File: src/rtl/sev_seg_pkg.sv
// Shared constants for the seven-segment display counter.
// Digit format, dp polarity and counting modes.
package sev_seg_pkg;

  localparam int DIGIT_W = 5;
  localparam logic DP_OFF = 1'b1;
  localparam int MODE_HEX = 0;
  localparam int MODE_BCD = 1;
  localparam logic [3:0] BCD_MAX = 4'd9;

endpackage

File: src/rtl/sev_seg_tick.sv
// Prescaler producing a one-cycle tick every DIV enabled cycles.
// Holds its phase while en is low; clr restarts the period.
module sev_seg_tick #(
  parameter int DIV = 4
) (
  input  logic clk_50MHz,
  input  logic rst_n,
  input  logic en,
  input  logic clr,
  output logic tick
);

  localparam int W = (DIV > 1) ? $clog2(DIV) : 1;
  localparam logic [W-1:0] LAST = W'(DIV - 1);

  logic [W-1:0] cnt;
  logic at_last;

  assign at_last = (cnt == LAST);
  assign tick = en && at_last;

  // Period counter: clear wins, otherwise advance while enabled.
  always_ff @(posedge clk_50MHz or negedge rst_n) begin
    if (!rst_n) begin
      cnt <= '0;
    end else if (clr) begin
      cnt <= '0;
    end else if (en) begin
      cnt <= at_last ? '0 : cnt + W'(1);
    end
  end

endmodule

File: src/rtl/sev_seg_counter.sv
// Hex/BCD up/down display counter feeding sev_segdriver.
// Single clock; count and scan timing come from tick enables.
module sev_seg_counter
  import sev_seg_pkg::*;
#(
  parameter int DIGITS    = 4,
  parameter int BCD       = 0,
  parameter int COUNT_DIV = 2097152,
  parameter int SCAN_DIV  = 131072
) (
  input  logic                    clk_50MHz,
  input  logic                    rst_n,
  input  logic                    run,
  input  logic                    up,
  input  logic                    load,
  input  logic [4*DIGITS-1:0]     load_value,
  input  logic [DIGITS-1:0]       dp_en,
  output logic [DIGIT_W*DIGITS-1:0] digits_out,
  output logic                    scan_tick,
  output logic                    count_tick,
  output logic                    wrap
);

  localparam logic [3:0] DMAX =
    (BCD == MODE_BCD) ? BCD_MAX : 4'hF;

  logic [4*DIGITS-1:0]       value;
  logic [4*DIGITS-1:0]       step_v;
  logic [4*DIGITS-1:0]       load_v;
  logic [4*DIGITS-1:0]       nxt_v;
  logic [DIGIT_W*DIGITS-1:0] dig_nx;
  logic [DIGITS:0]           carry;
  logic                      wrap_nx;

  sev_seg_tick #(.DIV(SCAN_DIV)) u_scan (
    .clk_50MHz (clk_50MHz),
    .rst_n     (rst_n),
    .en        (1'b1),
    .clr       (1'b0),
    .tick      (scan_tick)
  );

  sev_seg_tick #(.DIV(COUNT_DIV)) u_count (
    .clk_50MHz (clk_50MHz),
    .rst_n     (rst_n),
    .en        (run),
    .clr       (load),
    .tick      (count_tick)
  );

  assign carry[0] = 1'b1;

  for (genvar i = 0; i < DIGITS; i++) begin : g_dig
    logic [3:0] d;
    logic [3:0] ld;
    logic       lim;

    assign d   = value[4*i +: 4];
    assign ld  = load_value[4*i +: 4];
    assign lim = up ? (d == DMAX) : (d == 4'd0);

    assign step_v[4*i +: 4] =
      !carry[i] ? d :
      lim       ? (up ? 4'd0 : DMAX) :
      up        ? d + 4'd1 : d - 4'd1;

    assign carry[i+1] = carry[i] & lim;

    assign load_v[4*i +: 4] =
      (BCD == MODE_BCD && ld > BCD_MAX) ? 4'd0 : ld;

    assign dig_nx[DIGIT_W*i +: DIGIT_W] =
      {~dp_en[i], nxt_v[4*i +: 4]};
  end

  // Next value: load beats a count step, otherwise hold.
  always_comb begin
    nxt_v = value;
    wrap_nx = 1'b0;
    if (load) begin
      nxt_v = load_v;
    end else if (count_tick) begin
      nxt_v = step_v;
      wrap_nx = carry[DIGITS];
    end
  end

  // Value, driver bus and wrap pulse update together.
  always_ff @(posedge clk_50MHz or negedge rst_n) begin
    if (!rst_n) begin
      value      <= '0;
      digits_out <= {DIGITS{{DP_OFF, 4'h0}}};
      wrap       <= 1'b0;
    end else begin
      value      <= nxt_v;
      digits_out <= dig_nx;
      wrap       <= wrap_nx;
    end
  end

endmodule

File: config.mk
export PLATFORM = sky130hd
export DESIGN_NAME = sev_seg_counter
export DESIGN_NICKNAME = d
export VERILOG_FILES = /design/src/rtl/sev_seg_pkg.sv /design/src/rtl/sev_seg_tick.sv /design/src/rtl/sev_seg_counter.sv
export SDC_FILE = /design/constraint.sdc
export NUM_CORES = 1
export LEC_CHECK = 0
export CORE_MARGIN = 2
export CORE_UTILIZATION = 35
export DETAILED_ROUTE_END_ITERATION = 8
export DONT_BUFFER_PORTS = 1
export GPL_TIMING_DRIVEN = 0
export HOLD_SLACK_MARGIN = 0.12
export PLACE_DENSITY_LB_ADDON = 0.12
export SLEW_MARGIN = 20
export SYNTH_ARGS = -nofsm -noshare
export SYNTH_HDL_FRONTEND = slang
export SYNTH_SLANG_ARGS = --single-unit
File: constraint.sdc
create_clock -name clk_50MHz -period 4.8 [get_ports clk_50MHz]
set_input_delay 0.96 -clock clk_50MHz [delete_from_list [all_inputs] [get_ports clk_50MHz]]
set_output_delay 0.96 -clock clk_50MHz [all_outputs]
set_load 0.05 [all_outputs]
# Word level (Yosys, flattened, before mapping)
# Index checks and enable logic that the tools add are counted.
[word_totals]
reg_bits = 75
word_cells = 58
input_bits = 25
out_inout_bits = 23
[op_classes]
reduce_logical = 6
bitwise_logic = 7
add_sub_neg = 10
n_eq_ne = 6
n_mux = 24
[ops]
columns = ["op", "count"]
rows = [
  ["21-bit 2-to-1 mux", 3],
  ["4-bit 2-to-1 mux", 12],
  ["16-bit 2-to-1 mux", 2],
  ["21-bit by 1-bit adder with 21-bit output (second input constant)", 1],
  ["21-bit == test (second input constant)", 1],
  ["17-bit by 1-bit adder with 17-bit output (second input constant)", 1],
  ["17-bit == test (second input constant)", 1],
  ["17-bit 2-to-1 mux", 1],
  ["4-bit by 1-bit adder with 4-bit output (second input constant)", 4],
  ["4-bit == test (second input constant)", 4],
  ["4-bit logical NOT", 4],
  ["4-bit by 1-bit subtractor with 4-bit output (second input constant)", 4],
  ["1-bit 2-to-1 mux", 6],
  ["1-bit inverter", 4],
  ["1-bit AND", 3],
  ["2-bit nonzero test", 1],
  ["1-bit logical AND", 1],
]

# Depth between registers and ports, before layout
# Gate-level depths: netlist of the first run.
[depth]
ltp_word = 7
mapped_depth = 8
depth_no_buf = 7

# By module
# Synthesis of the first run repeated with hierarchy kept, for this count alone.
[unflattened]
hier_cells = 403
hier_area_um2 = 3756.1
[by_module_without_submodules]
columns = ["mod", "area_each_um2", "cells_each", "n_inst", "seq_area_each_um2"]
rows = [
  ["sev_seg_counter", 1602.8, 172, 1, 530.5],
  ["sev_seg_tick at u_count", 1159.9, 123, 1, 525.5],
  ["sev_seg_tick at u_scan", 993.5, 108, 1, 425.4],
]

# Worst setup path after synthesis of the first run
# No wires, ideal clock.
[synth_timing]
kind = "input to output"
start = "input run"
end = "output count_tick"
slack_ns = 1.713
n_path_buf = 2
t_required_ns = 3.840
path_stages = 6
arrival_time_ns = 2.127
cell_sequence = "buf_2 nand2_1 nor3_1 nand2_1 buf_2 inv_1"
[synth_between]
elab_chain_cells = 1
[synth_lines]
columns = ["item", "line_no", "rtl"]
rows = [
  ["from (decl)", "sev_seg_counter.sv:13", "input logic run,"],
  ["1-bit logical AND", "sev_seg_tick.sv:20", "assign tick = en && at_last;"],
  ["to (decl)", "sev_seg_counter.sv:20", "output logic count_tick,"],
]
# No other way between the ends.

# Worst setup path in the final report of the first run
# Same ends and word-level chain as after synthesis.

==> impl_metrics.toml, run 1 <==
[critical_path]
crit_required_ns = 3.84
critPathLaunchType = "input pin"
arrival_ns = 2.44
worstRegToRegCells = 8
regToRegStartpoint = "u_scan.cnt[0]"
cpLargestDelayFamily = "buffers and inverters"
rr_endpoint = "u_scan.cnt[11]"
path_max_fanout = 10
end_kind = "output pin"
path_cells = "buf_2 -> nand2_1 -> nor3_1 -> nand2_1 -> buf_2 -> inv_1"
cp.buffers_inverters = 3
worstSetupPathType = "in -> out"
rrSetupSlack_ns = 2.29
cp_slowest_cell = "nor3_1"
critPathMaxStageDelay_ns = 0.49

[synthesis]
synth.avg_cell_area_sq_um = 9.13
yosysSeqAreaShare = 0.425
synth_top_area_frac = 0.395
synthTopCellsByArea = "dfrtp_1 (39%), nor2_1 (5.8%), xnor2_1 (5.5%)"
syn_area_sq_um = 3490
syn-num-nets = 422
synth_seq_cells = 59
yosysTopAreaCell = "dfrtp_1"
ys_types = 48
syn_inst = 382
yosysWarnings = 0

[die]
die_h_um = 104
initial_core_util = 0.359
die_x_um = 104
core_region_area_sq_um = 9730
die-area_sq_um = 10800
pin_count = 48
row_count = 36

[grt]
grt_pass1_wl_mm = 14.3
antenna_found_initial = 0
grt_pass1_vias = 2786
grt_remaining_overflow = 0
grt_max_degree = 60
grt.total_usage = 0.165

[pwr]
ir_worst_vdd_uv = 111
static-leakage-power_nw = 1.59
power_density_nw_per_um2 = 315

[placed_design]
place.gp.congestion = 0.828
dpl.hpwl_mm = 5.93
io_buffers = 0

[run_status]
outcome = "finished clean"

[worst_hold_path]
hold_class = "in -> async"

[detailed_routing]
via_per_inst = 5.18
drc = 0
firstDrtPassIters = 5
drt_iter0_drc = 133
vias = 2751
drtAntennaViolNets = 0
wl_mm = 8.42
routedWlPerCell_um = 15.8

[clock_network]
cts_setup_buffers = 0
cts_buffers = 9
cts.repair.resized = 0
root_buffer = "clkbuf_8"
cts_tree = "built"
cts_hold_buf = 0
clk_path_buf_depth = 2
cts.sinks = 59
htree_levels = 3
clk_latency_ns = 0.36
cts.clk_slew.worst_paths_ns = 0.09

[timing]
relSlewSlack = 0.520
finalCritPeriodShare = 0.708
tns_ns = 0
grt_setup_unrepaired = "no"
fmaxAchievable_ghz = 0.294
setup_viol = 0
finalCriticalPeriod_ns = 3.40
hold_viol_final = 0
final.setup_skew_ns = 0.0139
whs_ns = 0.285
tightest_slew_ns = 0.720
final_max_slew_viol_count = 0

[finish]
final_cell_mix = "dfrtp_1 (55), nor2_1 (54), nand2_1 (34)"
n_antenna_cell = 0
syn2layout_area_growth_pct = 10.5
layout_commonest_cell = "dfrtp_1"
layout-drive-gt1-share = 0.0930
final_nets = 433
nFillCells = 1041

[flow_run]
max_cap_violations = 0
-- synth_stat cells (all sizes together) --
library cell and count:
inv 21, or3 3, nand2 34, a21oi 16
clkinv 1, o21ba 1, buf 7, a21o 3
nor2b 2, or3b 1, nand3 23, mux2 1
or4 4, a31oi 6, and2 4, dfrtp 55
a21boi 1, o31ai 2, xnor2 22, mux2i 8
a211oi 1, nor4 6, nand4 16, and4 2
nor3 8, o2111ai 1, o211ai 4, clkbuf 5
dfstp 4, and3 8, fa 4, ha 11
nand2b 6, nor2 55, a311oi 1, xor2 17
a22o 1, o2bb2ai 1, o21ai 15, o32ai 1
-- cell families after synthesis --
family          share of synthesized area
compound gates                     0.0983
xor+xnor                           0.0979
flops                               0.425
buf+inv                            0.0427
fa+ha+maj                          0.0624
mux                                0.0334
simple gates                        0.241
-- layer usage --
metal	GRT usage	up-vias	share of wire
met3	0.0441	11	0.044
met2	0.255	54	0.46
li1	-	1349	-
met5	0	-	0
met4	0.0521	0	0.015
met1	0.227	1337	0.49
-- where the power goes --
part	switching [mW]	total, mW	internal (mW)	leakage, nW
sequential	0.0816	0.596	0.514	0.763
combinational	0.0746	0.137	0.0619	0.730
clock	0.240	0.483	0.243	0.0962
-- worst max path at each step --
stage / slack (ns) / endpoint / startpoint / cells past startpoint
after detailed placement: 1.40 / count_tick / run / 6
final: 1.40 / count_tick / run / 6
after global routing: 1.25 / count_tick / run / 6
after floorplan: 1.71 / count_tick / run / 6
after global placement: 1.41 / count_tick / run / 6
after CTS: 1.40 / count_tick / run / 6
-- metrics by stage --
step	utilization	area (sq um)	std cells	worst slack [ns]	power, mW
after global routing	0.396	3850	531	1.25	1.27
after CTS	0.396	3850	531	1.40	1.23
final	0.396	3850	531	1.40	1.22
after global placement	0.376	3650	515	1.41	0.738
after floorplan	-	3490	382	1.71	0.709
after detailed placement	0.376	3650	515	1.40	0.743
-- layout make-up --
class                   count  area, sq um  area share
inverters                  22         82.6      0.0214
flip-flops and latches     59         1480       0.384
well taps                 133          166      0.0432
plain buffers              12         66.3      0.0172
clock inverters             7         76.3      0.0198
multi-input cells         289         1860       0.482
clock buffers               9          124      0.0321
-- state kept, by name, indices dropped and copies added (netlist names) --
name and count:
digits_out 20, u_count.cnt 21, u_scan.cnt 17, wrap 1
Power figures use the tool's default switching activity.
==> inputs of run 2 (changes only) <==
==> constraint.sdc (replaced) <==
create_clock -name clk_50MHz -period 3.46 [get_ports clk_50MHz]
set_input_delay 0.692 -clock clk_50MHz [delete_from_list [all_inputs] [get_ports clk_50MHz]]
set_output_delay 0.692 -clock clk_50MHz [all_outputs]
set_load 0.05 [all_outputs]
==> impl_metrics.toml, run 2 (synthesis results as in run 1) <==
[timing]
whs_ns = 0.178
hold_viol_final = 0
tns_ns = 0
final.setup_skew_ns = 0.0139
tightest_slew_ns = 0.720
fmaxAchievable_ghz = 0.329
setup_viol = 0
relSlewSlack = 0.520
finalCriticalPeriod_ns = 3.04
grt_setup_unrepaired = "no"
finalCritPeriodShare = 0.880
final_max_slew_viol_count = 0
finalWorstSetupSlack_ns = 0.416

[clock_network]
cts_buffers = 9
htree_levels = 3
root_buffer = "clkbuf_8"
cts_setup_buffers = 0
cts.repair.resized = 0
clk_latency_ns = 0.35
cts_hold_buf = 1
cts.clk_slew.worst_paths_ns = 0.08
cts_tree = "built"
clk_path_buf_depth = 2
cts.sinks = 59

[die]
row_count = 36
die-area_sq_um = 10800
core_region_area_sq_um = 9730
initial_core_util = 0.359
die_h_um = 104
pin_count = 48
die_x_um = 104

[finish]
top_register = "u_count.cnt"
largest_register_ffs = 21
multiInputGateArea_sq_um = 1860
reg_top3 = "u_count.cnt: 21 flops, digits_out: 20 flops, u_scan.cnt: 17 flops"
final_nets = 434
n_antenna_cell = 0
regArea_sq_um = 1480
layout_commonest_cell = "dfrtp_1"
syn2layout_area_growth_pct = 11.3
nFillCells = 1038
final_cell_mix = "dfrtp_1 (55), nor2_1 (54), nand2_1 (34)"
final_util = 0.399
layout-drive-gt1-share = 0.0952

[worst_hold_path]
hold_class = "in -> async"

[pwr]
ir_worst_vdd_uv = 154
power_density_nw_per_um2 = 439
static-leakage-power_nw = 1.60

[placed_design]
dpl.hpwl_mm = 5.93
io_buffers = 0
place.gp.congestion = 0.828
pre_cts_ws_ns = 0.600

[detailed_routing]
vias = 2759
wirelength_met1_mm = 4.12
highest_layer = "met4"
via_per_inst = 5.19
drc = 0
firstDrtPassIters = 5
drt_iter0_drc = 123
routedWlPerCell_um = 15.9
dr_wl_met2_mm = 3.91
drtAntennaViolNets = 0
wl_mm = 8.48
dr_wl_met3_um = 316

[grt]
antenna_found_initial = 0
grt_pass1_wl_mm = 14.4
grt_pass1_vias = 2798
grt_remaining_overflow = 0
grt_max_degree = 56
grt.total_usage = 0.167

[critical_path]
crit_required_ns = 2.77
cp_slowest_cell = "nor3_1"
end_kind = "output pin"
critPathMaxStageDelay_ns = 0.59
path_max_fanout = 10
worstSetupPathType = "reg -> out"
path_cells = "nand4_1 -> nor3_1 -> nand2_1 -> buf_2 -> inv_1"
arrival_ns = 2.35
critPathLaunchType = "flop"

[flow_run]
max_cap_violations = 0

[run_status]
outcome = "finished clean"
## run 2: cell count changes in the layout (fill, tap and decap cells not counted), sizes merged
cell  change
buf       +1
## run 2: routing by layer
| layer | up-vias | global-route usage |
|---|---|---|
| met3 | 12 | 0.0434 |
| met4 | 0 | 0.0521 |
| li1 | 1350 | - |
| met5 | - | 0 |
| met2 | 51 | 0.262 |
| met1 | 1346 | 0.225 |
## run 2: path summary, 6_finish.rpt
path                                 start              to  slack, ns  cells after the start
max                        u_count.cnt[14]      count_tick       0.42                      5
min                                  rst_n  digits_out[19]       0.18                      0
max reg2reg                  u_scan.cnt[0]  u_scan.cnt[11]       0.95                      8
min reg2reg                  u_scan.cnt[0]   u_scan.cnt[0]       0.47                      1
max in group asynchronous            rst_n  u_count.cnt[8]       3.00                      1
min in group clk_50MHz            dp_en[0]   digits_out[4]       0.36                      1
## run 2: layout make-up
class	instances	area share
buffer	12	0.0171
tap	133	0.0429
inverter	22	0.0213
clock inverter	7	0.0197
multi-input combinational	289	0.479
timing repair buffer	1	0.00709
sequential	59	0.382
clock buffer	9	0.0319
## run 2: where the power goes
part | leakage (nW) | switching (mW) | total (mW) | internal (mW)
sequential | 0.763 | 0.113 | 0.827 | 0.713
combinational | 0.743 | 0.116 | 0.205 | 0.0892
clock | 0.0962 | 0.333 | 0.671 | 0.338
total | 1.60 | 0.562 | 1.70 | 1.14
## run 2: metrics by stage
step | area (sq um) | std cells | total power [mW]
after floorplan | 3490 | 382 | 0.984
after global placement | 3650 | 515 | 1.02
after detailed placement | 3650 | 515 | 1.03
after CTS | 3880 | 532 | 1.72
after global routing | 3880 | 532 | 1.79
final | 3880 | 532 | 1.70
## run 2: critical path, delay by kind of cell (launching register included)
| family | cells | cell delay, ns |
|---|---|---|
| buffers and inverters | 2 | 0.59 |
| AND/OR/NAND/NOR | 3 | 0.99 |
| flip-flops | 1 | 0.42 |
==> RTL edit 1 (config.mk and constraints of run 2) <==
Register the output `digits_out` once more; this adds one clock of latency there. The other outputs are not delayed to match.
--- a/src/rtl/sev_seg_counter.sv
+++ b/src/rtl/sev_seg_counter.sv
@@ -23,6 +23,8 @@
 
   localparam logic [3:0] DMAX =
     (BCD == MODE_BCD) ? BCD_MAX : 4'hF;
+
+  logic [DIGIT_W*DIGITS-1:0] digits_s0;
 
   logic [4*DIGITS-1:0]       value;
   logic [4*DIGITS-1:0]       step_v;
@@ -89,14 +91,18 @@
   always_ff @(posedge clk_50MHz or negedge rst_n) begin
     if (!rst_n) begin
       value      <= '0;
-      digits_out <= {DIGITS{{DP_OFF, 4'h0}}};
+      digits_s0 <= {DIGITS{{DP_OFF, 4'h0}}};
       wrap       <= 1'b0;
     end else begin
       value      <= nxt_v;
-      digits_out <= dig_nx;
+      digits_s0 <= dig_nx;
       wrap       <= wrap_nx;
     end
   end
 
+  always_ff @(posedge clk_50MHz) begin
+    digits_out <= digits_s0;
+  end
+
 endmodule
 
Behaviour: not the same (Yosys sat finds a counterexample within 4 cycles, from zero or initial values and one cycle with rst_n low).
==> RTL edit 1 against run 2 <==
- count of clock-buffer cells in the layout up 1
- power up 23%
- cell area up 12%
- hold slack worse by 0.016 ns
- worst setup slack worse by 0.079 ns
- synthesized area up 12%
- wire length up 3.8%
- final cell count up 4.9%
- critical path depth unchanged
- sequential share of layout area up 5.1 points
- sequential cell count up 20
- fmax down 2.5%
- largest power group unchanged
==> RTL edit 1: results (changes against run 2) <==
| Metric | Value |
|---|---|
| Status | finished clean |
| Setup bufs post-CTS | 0 (unchanged) |
| M2 GR Usage | 0.2381 (-0.02412) |
| Slew headroom | 0.3952 (-0.1245) |
| Synth cell count leaders | 55 x dfrtp_1, 45 x nor2_1, 30 x nand2_1 |
| Synth top area share | 0.3529 (-0.04164) |
| Syn Area/Cell | 9.750 um2 (+6.8%) |
| First-pass GRT wire length | 14610 um (+1.4%) |
| # diodes | 0 (unchanged) |
| GRT met3 Usage | 0.04327 (-0.0001515) |
| Crit path arrival time | 2.43 ns (+0.08 ns) |
| Final hold slack | 0.1621 ns (-0.01590 ns) |
| Via density | 5.242 (+1.1%) |
| Static leakage | 1.792 nW (+12%) |
| Synth unique cells | 52 (+8.3%) |
| DPL Wire Length | 6016 um (+1.5%) |
| Worst-skew pair later-pin latency | 0.37 ns (+0.02 ns) |
| Register-to-register path setup slack | 0.81 ns (-0.14 ns) |
| Layout net count | 453 (+4.4%) |
| Clock skew | 0.009762 ns (-0.004108 ns) |
| Routability congestion estimate | 0.7904 (-4.6%) |
| FILL cells | 1096 (+5.6%) |
| Worst-path maximum fanout | 6 (-4) |
| PortBufs | 0 (unchanged) |
| Top Registers | u_count.cnt: 21 flops, digits_out: 20 flops, digits_s0: 20 flops |
| Non-Filler Instances | 558 (+4.9%) |
| Fin crit share | 0.9026 (+0.02282) |
| Rows | 38 (+5.6%) |
| Maximum VDD drop | 0.0002439 V (+58%) |
| Tot GR Track Use | 0.1621 (-0.004630) |
| Placed Instance Area | 0.004075 mm2 (+12%) |
| Layout cells sized above 1 | 0.06699 (-0.02825) |
| Register area share after synthesis | 0.4825 (+0.05784) |
| Area contributors post-synth | dfrtp_1 35%, dfxtp_1 10%, xnor2_1 4.9% |
| GR Layer Usage met1 | 0.2177 (-0.007753) |
| Post-Syn Nets | 440 (+4.3%) |
| Asr flop ratio synth | 0.7468 (-0.2532) |
| Avg WL per Cell | 15.77 um (-1.0%) |
| DR pass1 iterations | 4 (-1) |
[RTL edit 1: changes by cell type after synthesis, moves of 4 or more]
| cell | before | now |
|---|---|---|
| clkbuf_1 | 5 | 10 |
| o31a_1 | 0 | 4 |
| nand2_1 | 34 | 30 |
| dfxtp_1 | 0 | 20 |
| nand3_1 | 23 | 15 |
| nor4_1 | 6 | 13 |
| or3_1 | 3 | 8 |
| buf_2 | 5 | 1 |
| inv_1 | 21 | 25 |
| nor2_1 | 54 | 45 |
[RTL edit 1: power by group through the flow]
| stage | registers [mW] | clock network, mW | logic [mW] |
|---|---|---|---|
| 6_report | 1.07 | 0.825 | 0.189 |
| 4_1_cts | 1.07 | 0.857 | 0.190 |
| 5_1_grt | 1.08 | 0.896 | 0.221 |
| 2_1_floorplan | 1.08 | 0 | 0.141 |
| 3_5_place_dp | 1.09 | 0 | 0.171 |
| 3_3_place_gp | 1.09 | 0 | 0.168 |
[RTL edit 1: area by class of cell]
| type | instances | area [um2] | share of cell area |
|---|---|---|---|
| plain buffers | 12 | 47.55 | 0.01092 |
| clock buffers | 10 | 127.6 | 0.02931 |
| clock inverters | 6 | 108.9 | 0.02500 |
| inverters | 25 | 93.84 | 0.02155 |
| multi-input cells | 284 | 1882 | 0.4322 |
| flip-flops and latches | 79 | 1882 | 0.4322 |
| well taps | 140 | 175.2 | 0.04023 |
| repair buffers | 2 | 37.54 | 0.008621 |
[RTL edit 1: timing repair]
| action | 4_1_cts | 5_1_grt |
|---|---|---|
| resized for setup | 0 | 1 |
| setup endpoints to repair | 0 | 1 |
| endpoints found under the hold margin | 55 | 1 |
| hold buffers | 1 | 1 |
[RTL edit 1: path summary, 6_finish.rpt]
check / start / to / cells past startpoint
setup / recovery: u_count.cnt[0] / count_tick / 5
hold / removal: rst_n / digits_s0[9] / 0
setup reg to reg: u_scan.cnt[0] / u_scan.cnt[8] / 7
hold reg to reg: digits_s0[9] / digits_out[9] / 0
max in group asynchronous: rst_n / digits_s0[19] / 1
min in group clk_50MHz: dp_en[3] / digits_s0[19] / 1
[RTL edit 1: cell families (layout without fill, tap and decap cells)]
kind of cell,count (synthesis),count (layout),share of synthesized area
flops,79,79,0.4825
fa+ha+maj,15,15,0.05582
buf+inv,37,55,0.03625
xor+xnor,38,38,0.08534
compound gates,62,62,0.1065
mux,5,5,0.01315
simple gates,164,164,0.2204
[RTL edit 1: metal layers]
metal / up-vias / part of all wire
li1: 1438 / -
met1: 1413 / 0.48
met2: 55 / 0.45
met3: 19 / 0.048
met4: 0 / 0.028
met5: - / 0
[RTL edit 1: critical path, stage by stage (launching register included)]
cell,delay [ns]
dfrtp_1,0.41
ha_1,0.22
nand2_1,0.12
nor4_1,0.57
nand2_1,0.33
inv_1,0.43
==> RTL edit 2 (settings of run 2) <==
Without the edit above. Change the parameter `COUNT_DIV` from 2097152 to 8388608.
--- a/src/rtl/sev_seg_counter.sv
+++ b/src/rtl/sev_seg_counter.sv
@@ -5,7 +5,7 @@
 #(
   parameter int DIGITS    = 4,
   parameter int BCD       = 0,
-  parameter int COUNT_DIV = 2097152,
+  parameter int COUNT_DIV = 8388608,
   parameter int SCAN_DIV  = 131072
 ) (
   input  logic                    clk_50MHz,
Function: same outputs for any inputs over 10 cycles, from zero or initial values and one cycle with rst_n low; that may be too few to reach the edited logic, so the function may still have changed.
==> RTL edit 2 against run 2 <==
- power decreased by 5.4%
- synthesized cell count decreased by 1.8%
- wire length fell by 5.1%
- synthesized area up 0.86%
- sequential cell count grew 2
- count of clock-buffer cells in the layout increased by 4
- critical path depth shrank 1
- via count is 4.0% lower
- utilization fell by 0.18 points
- clock skew about the same
- cell area unchanged
- worst setup slack got worse by 0.0085 ns
- critical path type unchanged
- largest power group unchanged
- highest routed layer unchanged
==> RTL edit 2: results (changes against run 2) <==
| Metric | Value |
|---|---|
| Placement Setup Slack | 0.7298 ns (+0.1294 ns) |
| Initial DRC Count | 106 (-14%) |
| Register area share after synthesis | 0.4353 (+0.01060) |
| Layout net count | 427 (-1.6%) |
| Register-to-register path setup slack | 0.79 ns (-0.16 ns) |
| Largest net degree at the start of global routing | 58 (+3.6%) |
| Placed Instance Area | 0.003685 mm2 (+0.82%) |
| Worst-path maximum fanout | 8 (-2) |
| Power Total | 1.611 mW (-5.4%) |
| DPL Wire Length | 5537 um (-6.6%) |
| Via density | 5.046 (-2.7%) |
| Reg power frac | 0.523 (+0.037) |
| Static leakage | 1.743 nW (+8.8%) |
| Net switching power | 0.5111 mW (-9.1%) |
| Synth cell count leaders | 57 x dfrtp_1, 56 x nor2_1, 35 x nand2_1 |
| CP max-delay cell | ha_1 |
| Top Registers | u_count.cnt: 23 flops, digits_out: 20 flops, u_scan.cnt: 17 flops |
| Via count | 2649 (-4.0%) |
| Clock skew | 0.01360 ns (-0.0002711 ns) |
| Layout cells sized above 1 | 0.08163 (-0.01361) |
| Post-Syn Nets | 415 (-1.7%) |
| Area contributors post-synth | dfrtp_1 41%, xor2_1 7.2%, nor2_1 6.0% |
| Status | finished clean |
| Avg WL per Cell | 15.33 um (-3.8%) |
| Worst Max-Slew Pin Slew | 0.9413 ns (+0.2209 ns) |
| Synth unique cells | 50 (+4.2%) |
| Power Combinational | 0.192 mW (-6%) |
| Routability congestion estimate | 0.7751 (-6.4%) |
RTL edit 2: area by class of cell:
class                      count  area, um2  share of cell area
sequential                    61       1531              0.3945
clock inverter                 3      21.27            0.005479
tap                          133      166.4             0.04286
buffer                        11      55.05             0.01418
multi-input combinational    281       1849              0.4763
inverter                      22      82.58             0.02127
timing repair buffer           1      27.53            0.007090
clock buffer                  13      148.9             0.03835
RTL edit 2: path summary, 6_finish.rpt:
| path | start | end | depth (start not counted) |
|---|---|---|---|
| hold / removal | rst_n | digits_out[9] | 0 |
| setup / recovery | u_scan.cnt[3] | scan_tick | 4 |
| max in group asynchronous | rst_n | u_count.cnt[13] | 1 |
| hold reg to reg | u_scan.cnt[0] | u_scan.cnt[0] | 1 |
| min in group clk_50MHz | dp_en[3] | digits_out[19] | 1 |
| setup reg to reg | u_scan.cnt[3] | u_scan.cnt[12] | 6 |
RTL edit 2: per-layer routing:
metal | track usage | share of wire
met1 | 0.2101 | 0.46
met2 | 0.2390 | 0.45
met3 | 0.04574 | 0.060
met4 | 0.07529 | 0.021
met5 | 0 | 0
RTL edit 2: cells by family (layout without fill, tap and decap cells):
| logic type | count (synthesis) | after routing | synth area share |
|---|---|---|---|
| xor gates and xnor gates | 44 | 44 | 0.1095 |
| and+or+nand+nor | 157 | 157 | 0.2251 |
| buffers and inverters | 33 | 50 | 0.03912 |
| AOI/OAI and AO/OA | 60 | 60 | 0.1124 |
| adders and majority gates | 15 | 15 | 0.06188 |
| muxes | 5 | 5 | 0.01671 |
| DFF | 61 | 61 | 0.4353 |
RTL edit 2: what timing repair did:
action,4_1_cts,5_1_grt
hold endpoints to repair,57,0
setup buffers,0,0
hold buffers,1,0
